File: src/rtl/tlu_tx_multi_pkg.sv
// Shared encodings for the multi-channel TLU trigger transmitter.
// Holds the per-channel mode values, the channel state enum and a small TRIG_LEN helper.
package tlu_pkg;

  typedef enum logic [1:0] {
    MODE_PULSE        = 2'd0,
    MODE_HANDSHAKE    = 2'd1,
    MODE_ID_HANDSHAKE = 2'd2,
    MODE_PULSE_ALT    = 2'd3
  } mode_e;

  typedef enum logic [2:0] {
    ST_IDLE    = 3'd0,
    ST_TRIG    = 3'd1,
    ST_SHIFT   = 3'd2,
    ST_RELEASE = 3'd3,
    ST_RST     = 3'd4
  } ch_state_e;

  // A zero pulse length is stretched to one cycle.
  function automatic logic [7:0] eff_len(input logic [7:0] len);
    return (len == 8'd0) ? 8'd1 : len;
  endfunction

endpackage

File: src/rtl/tlu_tx_multi_if.sv
// DUT-side TLU bus: trigger/reset towards the DUTs, clock/busy back from them.
interface tlu_tx_multi_if #(
  parameter int unsigned N_CH = 4
);
  logic [N_CH-1:0] tlu_trigger;
  logic [N_CH-1:0] tlu_reset;
  logic [N_CH-1:0] tlu_clock;
  logic [N_CH-1:0] tlu_busy;

  modport master (output tlu_trigger, output tlu_reset, input tlu_clock, input tlu_busy);
  modport slave  (input tlu_trigger, input tlu_reset, output tlu_clock, output tlu_busy);
endinterface

File: src/rtl/tlu_tx_ch.sv
// One TLU channel: input synchronisers, trigger/reset FSM, LSB-first ID shifter
// and the per-phase timeout counter.
module tlu_tx_ch
  import tlu_pkg::*;
#(
  parameter int unsigned ID_WIDTH  = 15,
  parameter int unsigned CNT_WIDTH = 16
) (
  input  logic                 clk,
  input  logic                 rst_n,
  input  logic                 en,
  input  logic                 start,
  input  logic                 rst_start,
  input  logic [1:0]           mode,
  input  logic [ID_WIDTH-1:0]  trig_id,
  input  logic [7:0]           trig_len,
  input  logic [CNT_WIDTH-1:0] timeout,
  input  logic                 err_clr,
  input  logic                 tlu_clock,
  input  logic                 tlu_busy,
  output logic                 tlu_trigger,
  output logic                 tlu_reset,
  output logic                 timeout_err,
  output logic                 idle,
  output logic                 sclk
);

  localparam int unsigned CW = (CNT_WIDTH > 8) ? CNT_WIDTH : 8;
  localparam int unsigned BW = $clog2(ID_WIDTH + 1);

  ch_state_e           state_q, state_d;
  mode_e               mode_q, mode_d;
  logic [ID_WIDTH-1:0] id_q, id_d;
  logic [7:0]          len_q, len_d;
  logic [CW-1:0]       cnt_q, cnt_d;
  logic [BW-1:0]       bit_q, bit_d;
  logic                trig_q, trig_d;
  logic                rst_q, rst_d;
  logic                err_q, err_d;
  logic [1:0]          clk_sync_q, clk_sync_d;
  logic [1:0]          busy_sync_q, busy_sync_d;
  logic                sclk_prev_q, sclk_prev_d;

  logic          sbusy, sclk_rise, sclk_fall, pulse_mode, to_hit, len_hit;
  logic [CW-1:0] cnt_inc;

  assign sbusy      = busy_sync_q[1];
  assign sclk_rise  = clk_sync_q[1] & ~sclk_prev_q;
  assign sclk_fall  = ~clk_sync_q[1] & sclk_prev_q;
  assign pulse_mode = (mode_q != MODE_HANDSHAKE) && (mode_q != MODE_ID_HANDSHAKE);
  assign cnt_inc    = cnt_q + CW'(1);
  assign to_hit     = (timeout != '0) && (cnt_inc == CW'(timeout));
  assign len_hit    = (cnt_inc == CW'(len_q));

  always_comb begin
    clk_sync_d  = {clk_sync_q[0], tlu_clock};
    busy_sync_d = {busy_sync_q[0], tlu_busy};
    sclk_prev_d = clk_sync_q[1];
    state_d     = state_q;
    mode_d      = mode_q;
    id_d        = id_q;
    len_d       = len_q;
    cnt_d       = cnt_q;
    bit_d       = bit_q;
    trig_d      = trig_q;
    rst_d       = rst_q;
    err_d       = err_q;
    if (err_clr) err_d = 1'b0;

    if (!en) begin
      // Disabling a channel aborts silently, without flagging an error.
      state_d = ST_IDLE;
      trig_d  = 1'b0;
      rst_d   = 1'b0;
      cnt_d   = '0;
      bit_d   = '0;
    end else begin
      unique case (state_q)
        ST_IDLE: begin
          if (rst_start) begin
            state_d = ST_RST;
            rst_d   = 1'b1;
            cnt_d   = '0;
            len_d   = eff_len(trig_len);
          end else if (start) begin
            state_d = ST_TRIG;
            trig_d  = 1'b1;
            cnt_d   = '0;
            bit_d   = '0;
            mode_d  = mode_e'(mode);
            id_d    = trig_id;
            len_d   = eff_len(trig_len);
          end
        end
        ST_TRIG: begin
          if (to_hit) begin
            state_d = ST_IDLE;
            trig_d  = 1'b0;
            err_d   = 1'b1;
            cnt_d   = '0;
          end else if (pulse_mode) begin
            if (len_hit) begin
              state_d = ST_IDLE;
              trig_d  = 1'b0;
              cnt_d   = '0;
            end else begin
              cnt_d = cnt_inc;
            end
          end else if (sbusy) begin
            state_d = (mode_q == MODE_ID_HANDSHAKE) ? ST_SHIFT : ST_RELEASE;
            trig_d  = 1'b0;
            cnt_d   = '0;
            bit_d   = '0;
          end else begin
            cnt_d = cnt_inc;
          end
        end
        ST_SHIFT: begin
          if (to_hit) begin
            state_d = ST_IDLE;
            trig_d  = 1'b0;
            err_d   = 1'b1;
            cnt_d   = '0;
          end else if (!sbusy) begin
            state_d = ST_IDLE;
            trig_d  = 1'b0;
            cnt_d   = '0;
          end else begin
            cnt_d = cnt_inc;
            // Last bit is held until the following sclk fall; later edges do nothing.
            if (sclk_rise && (bit_q < BW'(ID_WIDTH))) begin
              trig_d = id_q[0];
              id_d   = id_q >> 1;
              bit_d  = bit_q + BW'(1);
            end else if (sclk_fall && (bit_q == BW'(ID_WIDTH))) begin
              trig_d = 1'b0;
            end
          end
        end
        ST_RELEASE: begin
          if (to_hit) begin
            state_d = ST_IDLE;
            trig_d  = 1'b0;
            err_d   = 1'b1;
            cnt_d   = '0;
          end else if (!sbusy) begin
            state_d = ST_IDLE;
            trig_d  = 1'b0;
            cnt_d   = '0;
          end else begin
            cnt_d = cnt_inc;
          end
        end
        ST_RST: begin
          if (len_hit) begin
            state_d = ST_IDLE;
            rst_d   = 1'b0;
            cnt_d   = '0;
          end else begin
            cnt_d = cnt_inc;
          end
        end
        default: begin
          state_d = ST_IDLE;
          trig_d  = 1'b0;
          rst_d   = 1'b0;
          cnt_d   = '0;
        end
      endcase
    end
  end

  always_ff @(posedge clk or negedge rst_n) begin
    if (!rst_n) begin
      state_q     <= ST_IDLE;
      mode_q      <= MODE_PULSE;
      id_q        <= '0;
      len_q       <= 8'd1;
      cnt_q       <= '0;
      bit_q       <= '0;
      trig_q      <= 1'b0;
      rst_q       <= 1'b0;
      err_q       <= 1'b0;
      clk_sync_q  <= '0;
      busy_sync_q <= '0;
      sclk_prev_q <= 1'b0;
    end else begin
      state_q     <= state_d;
      mode_q      <= mode_d;
      id_q        <= id_d;
      len_q       <= len_d;
      cnt_q       <= cnt_d;
      bit_q       <= bit_d;
      trig_q      <= trig_d;
      rst_q       <= rst_d;
      err_q       <= err_d;
      clk_sync_q  <= clk_sync_d;
      busy_sync_q <= busy_sync_d;
      sclk_prev_q <= sclk_prev_d;
    end
  end

  assign tlu_trigger = trig_q;
  assign tlu_reset   = rst_q;
  assign timeout_err = err_q;
  assign idle        = (state_q == ST_IDLE);
  assign sclk        = clk_sync_q[1];

endmodule

File: src/rtl/tlu_tx_multi.sv
// Multi-channel TLU trigger transmitter: fans one trigger/reset request out to
// N_CH independent DUT channels and arbitrates READY / accept / drop.
module tlu_tx_multi
  import tlu_pkg::*;
#(
  parameter int unsigned N_CH      = 4,
  parameter int unsigned ID_WIDTH  = 15,
  parameter int unsigned CNT_WIDTH = 16
) (
  input  logic                 SYS_CLK,
  input  logic                 SYS_RST_N,
  input  logic [N_CH-1:0]      ENABLE_MASK,
  input  logic [2*N_CH-1:0]    MODE,
  input  logic                 TRIG,
  input  logic [ID_WIDTH-1:0]  TRIG_ID,
  input  logic [7:0]           TRIG_LEN,
  input  logic [CNT_WIDTH-1:0] TIMEOUT,
  input  logic                 RESET_REQ,
  input  logic                 ERR_CLR,
  tlu_tx_multi_if.master       tlu,
  output logic                 READY,
  output logic                 TRIG_DROPPED,
  output logic [N_CH-1:0]      TIMEOUT_ERR
);

  logic [N_CH-1:0] idle_v, sclk_v, trig_v, rst_v, err_v;
  logic            ready_c, all_idle_c, accept_c, rst_start_c;
  logic            dropped_q, dropped_d;

  for (genvar i = 0; i < N_CH; i++) begin : g_ch
    tlu_tx_ch #(
      .ID_WIDTH  (ID_WIDTH),
      .CNT_WIDTH (CNT_WIDTH)
    ) u_ch (
      .clk         (SYS_CLK),
      .rst_n       (SYS_RST_N),
      .en          (ENABLE_MASK[i]),
      .start       (accept_c),
      .rst_start   (rst_start_c),
      .mode        (MODE[2*i +: 2]),
      .trig_id     (TRIG_ID),
      .trig_len    (TRIG_LEN),
      .timeout     (TIMEOUT),
      .err_clr     (ERR_CLR),
      .tlu_clock   (tlu.tlu_clock[i]),
      .tlu_busy    (tlu.tlu_busy[i]),
      .tlu_trigger (trig_v[i]),
      .tlu_reset   (rst_v[i]),
      .timeout_err (err_v[i]),
      .idle        (idle_v[i]),
      .sclk        (sclk_v[i])
    );
  end

  // ID_HANDSHAKE DUTs must have returned their clock low before a new trigger.
  always_comb begin
    ready_c    = 1'b1;
    all_idle_c = 1'b1;
    for (int i = 0; i < N_CH; i++) begin
      if (ENABLE_MASK[i]) begin
        if (!idle_v[i]) begin
          ready_c    = 1'b0;
          all_idle_c = 1'b0;
        end
        if ((MODE[2*i +: 2] == MODE_ID_HANDSHAKE) && sclk_v[i]) ready_c = 1'b0;
      end
    end
  end

  assign accept_c    = TRIG & ready_c & ~RESET_REQ;
  assign rst_start_c = RESET_REQ & all_idle_c;
  assign dropped_d   = TRIG & ~accept_c;

  always_ff @(posedge SYS_CLK or negedge SYS_RST_N) begin
    if (!SYS_RST_N) dropped_q <= 1'b0;
    else            dropped_q <= dropped_d;
  end

  assign READY           = ready_c;
  assign TRIG_DROPPED    = dropped_q;
  assign TIMEOUT_ERR     = err_v;
  assign tlu.tlu_trigger = trig_v;
  assign tlu.tlu_reset   = rst_v;

endmodule

File: src/flat_wrapper.sv
// flat-port wrapper written by rule: the top's interface ports become plain ports
module tlu_tx_multi_flat import tlu_pkg::*;
#(
  parameter int unsigned N_CH      = 4,
  parameter int unsigned ID_WIDTH  = 15,
  parameter int unsigned CNT_WIDTH = 16
)
  (SYS_CLK, SYS_RST_N, ENABLE_MASK, MODE, TRIG, TRIG_ID, TRIG_LEN, TIMEOUT, RESET_REQ, ERR_CLR, READY, TRIG_DROPPED, TIMEOUT_ERR, tlu_tlu_trigger, tlu_tlu_reset, tlu_tlu_clock, tlu_tlu_busy);
  tlu_tx_multi_if #(.N_CH(N_CH)) tlu_i ();
  input  logic SYS_CLK;
  input  logic SYS_RST_N;
  input  logic [N_CH-1:0] ENABLE_MASK;
  input  logic [2*N_CH-1:0] MODE;
  input  logic TRIG;
  input  logic [ID_WIDTH-1:0] TRIG_ID;
  input  logic [7:0] TRIG_LEN;
  input  logic [CNT_WIDTH-1:0] TIMEOUT;
  input  logic RESET_REQ;
  input  logic ERR_CLR;
  output logic READY;
  output logic TRIG_DROPPED;
  output logic [N_CH-1:0] TIMEOUT_ERR;
  output wire logic [$bits(tlu_i.tlu_trigger)-1:0] tlu_tlu_trigger;
  output wire logic [$bits(tlu_i.tlu_reset)-1:0] tlu_tlu_reset;
  input wire logic [$bits(tlu_i.tlu_clock)-1:0] tlu_tlu_clock;
  input wire logic [$bits(tlu_i.tlu_busy)-1:0] tlu_tlu_busy;
  assign tlu_tlu_trigger = tlu_i.tlu_trigger;
  assign tlu_tlu_reset = tlu_i.tlu_reset;
  assign tlu_i.tlu_clock = tlu_tlu_clock;
  assign tlu_i.tlu_busy = tlu_tlu_busy;
  tlu_tx_multi #(.N_CH(N_CH), .ID_WIDTH(ID_WIDTH), .CNT_WIDTH(CNT_WIDTH)) u_core (.SYS_CLK(SYS_CLK), .SYS_RST_N(SYS_RST_N), .ENABLE_MASK(ENABLE_MASK), .MODE(MODE), .TRIG(TRIG), .TRIG_ID(TRIG_ID), .TRIG_LEN(TRIG_LEN), .TIMEOUT(TIMEOUT), .RESET_REQ(RESET_REQ), .ERR_CLR(ERR_CLR), .tlu(tlu_i), .READY(READY), .TRIG_DROPPED(TRIG_DROPPED), .TIMEOUT_ERR(TIMEOUT_ERR));
endmodule
File: config.mk
export PLATFORM = sky130hd
export DESIGN_NAME = tlu_tx_multi_flat
export DESIGN_NICKNAME = d
export VERILOG_FILES = /design/src/rtl/tlu_tx_multi_pkg.sv /design/src/rtl/tlu_tx_multi_if.sv /design/src/rtl/tlu_tx_ch.sv /design/src/rtl/tlu_tx_multi.sv /design/src/flat_wrapper.sv
export SDC_FILE = /design/constraint.sdc
export NUM_CORES = 1
export LEC_CHECK = 0
export ABC_AREA = 1
export BUFFER_PORTS_ARGS = -buffer_cell sky130_fd_sc_hd__buf_2
export CAP_MARGIN = 20
export CORE_MARGIN = 5
export CORE_UTILIZATION = 25
export DETAILED_ROUTE_END_ITERATION = 7
export GPL_TIMING_DRIVEN = 1
export PLACE_DENSITY = 0.37
export SLEW_MARGIN = 30
export SYNTH_ARGS = -nofsm -noshare
export SYNTH_HDL_FRONTEND = slang
export SYNTH_SLANG_ARGS = --single-unit
File: constraint.sdc
create_clock -name SYS_CLK -period 3.1 [get_ports SYS_CLK]
set_input_delay 0.31 -clock SYS_CLK [delete_from_list [all_inputs] [get_ports SYS_CLK]]
set_output_delay 0.31 -clock SYS_CLK [all_outputs]
set_load 0.02 [all_outputs]
==> summary.txt <==
Timing
  – Rel. slew slack: 59.2%
  – Setup WS post-layout: ~0.19 ns
  – Fmax: 0.344 GHz
  – Fin Setup TNS: 0 ns
  – Setup violators final: 0
  – RSZ-0062 raised after global routing: no
  – Clock Skew: between 0.02 and 0.025 ns
  – Final Max Slew Viols: 0
  – Worst-margin pin slew: 0.612 ns
  – Post-route minimum period: around 2.9 ns
  – Worst Hold Slack: around 0.051 ns
  – Tcrit/Tclk final: between 90% and 100%
  – Number of hold violations in the final report: 0

Route
  – Top layer in use: met4
  – DR WL/cell: 18.1 um
  – DR pass1 iterations: 5
  – Via density: 4.71
  – # DRC: 0
  – Post-route ant nets: 0
  – Routed wire length: between 60,000 and 70,000 um
  – DRT met1 WL: between 20,000 and 30,000 um
  – Routed wl met3: between 2000 and 3000 um
  – Initial DRC Count: ~1,400
  – Routed wl met2: roughly 28,000 um
  – Via count of the routed design: ~16,000

Placement
  – Hpwl dp: between 40,000 and 50,000 um
  – Pre-CTS WS: 0.0803 ns
  – Port bufs: 77
  – DP Cell Count: 3,272
  – Final Wtd Congestion: 0.849

GRT
  – Number of global-route vias before repair: approximately 15,000
  – First-pass GRT wire length: ~93,000 um
  – GRT Resource Usage Total: between 10% and 20%
  – GRT Residual Overflow: 0
  – Largest net degree at the start of global routing: 66
  – Initial antenna violation count: 1

Min path
  – HP Start: MODE[0]
  – Hold Crit Class: primary input to flip-flop
  – Hold endpoint: u_core.g_ch[0].u_ch.mode_q[0]
  – WHS Path Cells: 3

Worst setup path
  – Crit path DAT: around 3.3 ns
  – Crit start category: flip-flop
  – Worst R2R Setup Slack: a little under 0.2 ns
  – Worst r2r dst: u_core.g_ch[3].u_ch.cnt_q[10]
  – Critical path class: flip-flop to flip-flop
  – Crit path capture type: flip-flop
  – Largest stage delay, worst path: between 0.4 and 0.5 ns
  – R2R depth: 17
  – CP most frequent cell: nand2_1
  – CP required: around 3.5 ns
  – Crit Reg-Reg Startpoint: u_core.g_ch[3].u_ch.cnt_q[0]
  – Crit Path Max Fanout: 14
  – Slowest CP cell: dfrtp_1
  – Cell Chain, Critical Path: ha_1 -> nand2_1 -> nor2_2 -> nand2_1 -> nand2_1 -> nand2_1 -> inv_1 -> nand2_1 -> a21oi_1 -> nand3_1 -> nor2_2 -> nand2_2 -> nand2_1 -> nand3_2 -> buf_4 -> nand3b_1 -> nand2_1

Die
  – # IOs: 78
  – Die extent in y: 259 um
  – Std-Cell Core Area: 61,500 um^2
  – FP Rows: 91
  – Initial Utilization: approximately 25%
  – Die area: 66,900 um^2
  – Die width: roughly 260 um

Finish
  – Commonest non-fill, non-tap cell in the layout: nand2_1
  – Cell Count, Final, Fillers Out: 3,349
  – Fillers: 6,789
  – Layout area overhead: 19.5%
  – Layout Nets: between 2,000 and 3,000
  – Share of layout cells above drive strength 1: between 10% and 20%
  – Commonest non-fill, non-tap cells in the layout: nand2_1, nand3_1, inv_1

Clock tree
  – Worst skew pair latency: ~0.55 ns
  – Clk root buf: clkbuf_16
  – CTS Buffer Depth: 3
  – CTS H-tree lvls: 2
  – Post-CTS Setup Bufs: 0
  – Cts bufs inserted: 34
  – CTS tree: done
  – Clock transition at path regs: roughly 0.06 ns
  – Sink Count: 225

Yosys
  – Synthesized area: roughly 15,000 um^2
  – Ys flop type: dfrtp_1
  – Library cells used by synthesis: between 50 and 60
  – Syn Area/Cell: roughly 6.5 um^2
  – Async set or reset register ratio after synthesis: 100%
  – Syn_nets: between 2,000 and 2,500
  – Number of synthesized flops with an enable pin: 0
  – Mapped Cells: about 2,400
  – Synth warn: 0
  – Synthesis-stage register bit count: approximately 230
  – Post-synthesis sequential area ratio: between 30% and 40%

Pwr
  – VDD IR-drop max: 0.517 mV
  – LEAKAGE: 9.67 nW
  – Power Density: approximately 730 nW/um^2

Run status
  – Status: finished, final reports clean

Flow run
  – Max Cap Viol: 0
[flip-flops by register name, indices dropped and copies added (netlist names)]
name	count
u_core.g_ch.u_ch.id_q	60
u_core.g_ch.u_ch.busy_sync_q	8
u_core.g_ch.u_ch.tlu_reset	4
u_core.g_ch.u_ch.state_q	12
u_core.g_ch.u_ch.bit_q	16
u_core.g_ch.u_ch.len_q	32
u_core.g_ch.u_ch.clk_sync_q	8
u_core.TRIG_DROPPED	1
u_core.g_ch.u_ch.cnt_q	64
u_core.g_ch.u_ch.tlu_trigger	4
u_core.g_ch.u_ch.timeout_err	4
u_core.g_ch.u_ch.sclk_prev_q	4
u_core.g_ch.u_ch.mode_q	8
[synth_stat cells (4+ instances only)]
master | count | area, um^2
buf_2 | 12 | 60.1
clkbuf_1 | 22 | 82.6
o21bai_1 | 11 | 82.6
nor2_2 | 12 | 75.1
mux2i_1 | 14 | 140
inv_2 | 9 | 33.8
dfrtp_1 | 221 | 5530
nor2_1 | 199 | 747
buf_4 | 17 | 128
or2_2 | 7 | 43.8
o21ai_0 | 103 | 515
buf_6 | 7 | 78.8
nand2_2 | 17 | 106
nand2_1 | 971 | 3640
xor2_1 | 12 | 105
clkinv_1 | 4 | 15.0
mux2_2 | 6 | 67.6
ha_1 | 12 | 150
inv_1 | 241 | 905
dfstp_2 | 4 | 105
nand4_1 | 51 | 319
nand3b_1 | 15 | 113
xnor2_1 | 5 | 43.8
nor3_1 | 24 | 120
nand3_2 | 10 | 100
a21oi_1 | 34 | 170
nand3_1 | 293 | 1470
nor2_4 | 6 | 67.6
nand2_4 | 4 | 45.0
o21ai_1 | 6 | 30.0
[where the power goes]
part	leakage [nW]	switching, W	internal [W]
Combinational	6.20	0.00352	0.00178
Clock	0.542	0.00156	0.00232
Sequential	2.93	0.000574	0.00372
Total	9.67	0.00565	0.00781
[routing by layer]
layer  up-vias  global-route usage (%)
met2       368                    29.3
met3        80                    2.48
li1       7915                       -
met1      7397                    24.8
met5         -                       0
met4         0                    4.97
[per-stage QoR]
stage	cell area, um^2	util (%)	total power, W
detailed placement	17200	27.9	0.00963
CTS	18400	30.0	0.0137
floorplan	15400	-	0.00772
global route	18400	30.0	0.0145
global placement	17200	27.9	0.00962
finish	18500	30.0	0.0135
[timing repair]
action                                  CTS  global route
resized for setup                         0             9
hold buffers                             13             0
endpoints found under the setup margin    0            64
endpoints found under the hold margin    69             0
[logic make-up after synthesis]
kind of cell    Yosys count  share of synthesized area (%)
buf+inv                 316                           8.54
fa+ha+maj                12                          0.972
mux                      20                           1.34
compound gates          167                           5.98
xor+xnor                 20                           1.41
flops                   225                           36.5
simple gates           1624                           45.3
[worst max-delay path by stage]
| stage | from | to | slack [ns] | cells after the start |
|---|---|---|---|---|
| global placement | u_core.g_ch[3].u_ch.cnt_q[0] | u_core.g_ch[3].u_ch.cnt_q[9] | 0.08 | 17 |
| finish | u_core.g_ch[3].u_ch.cnt_q[0] | u_core.g_ch[3].u_ch.cnt_q[10] | 0.19 | 17 |
| floorplan | u_core.g_ch[3].u_ch.state_q[0] | u_core.g_ch[0].u_ch.cnt_q[11] | 0.77 | 12 |
| CTS | u_core.g_ch[2].u_ch.cnt_q[0] | u_core.g_ch[2].u_ch.cnt_q[5] | 0.08 | 16 |
| global route | u_core.g_ch[3].u_ch.cnt_q[0] | u_core.g_ch[3].u_ch.cnt_q[5] | 0.01 | 17 |
| detailed placement | u_core.g_ch[2].u_ch.cnt_q[0] | u_core.g_ch[2].u_ch.cnt_q[5] | 0.08 | 16 |
[area by class of cell]
type / instances / area [um^2] / area share, %
diodes: 3 / 7.51 / 0.0407
clock buffers: 49 / 988 / 5.36
clock inverters: 12 / 119 / 0.644
inverters: 254 / 953 / 5.17
multi-input cells: 1843 / 8530 / 46.2
flip-flops and latches: 225 / 5640 / 30.5
well taps: 790 / 988 / 5.36
repair buffers: 173 / 1240 / 6.70
[worst max-delay path, delay by kind of cell, from the launching register on]
kind | cells | cell delay (ns)
AND/OR/NAND/NOR | 13 | 1.55
flip-flops | 1 | 0.48
buffers and inverters | 2 | 0.34
adder cells (fa/ha/maj) | 1 | 0.23
AO/OA/AOI/OAI | 1 | 0.19
Power figures use the tool's default switching activity.
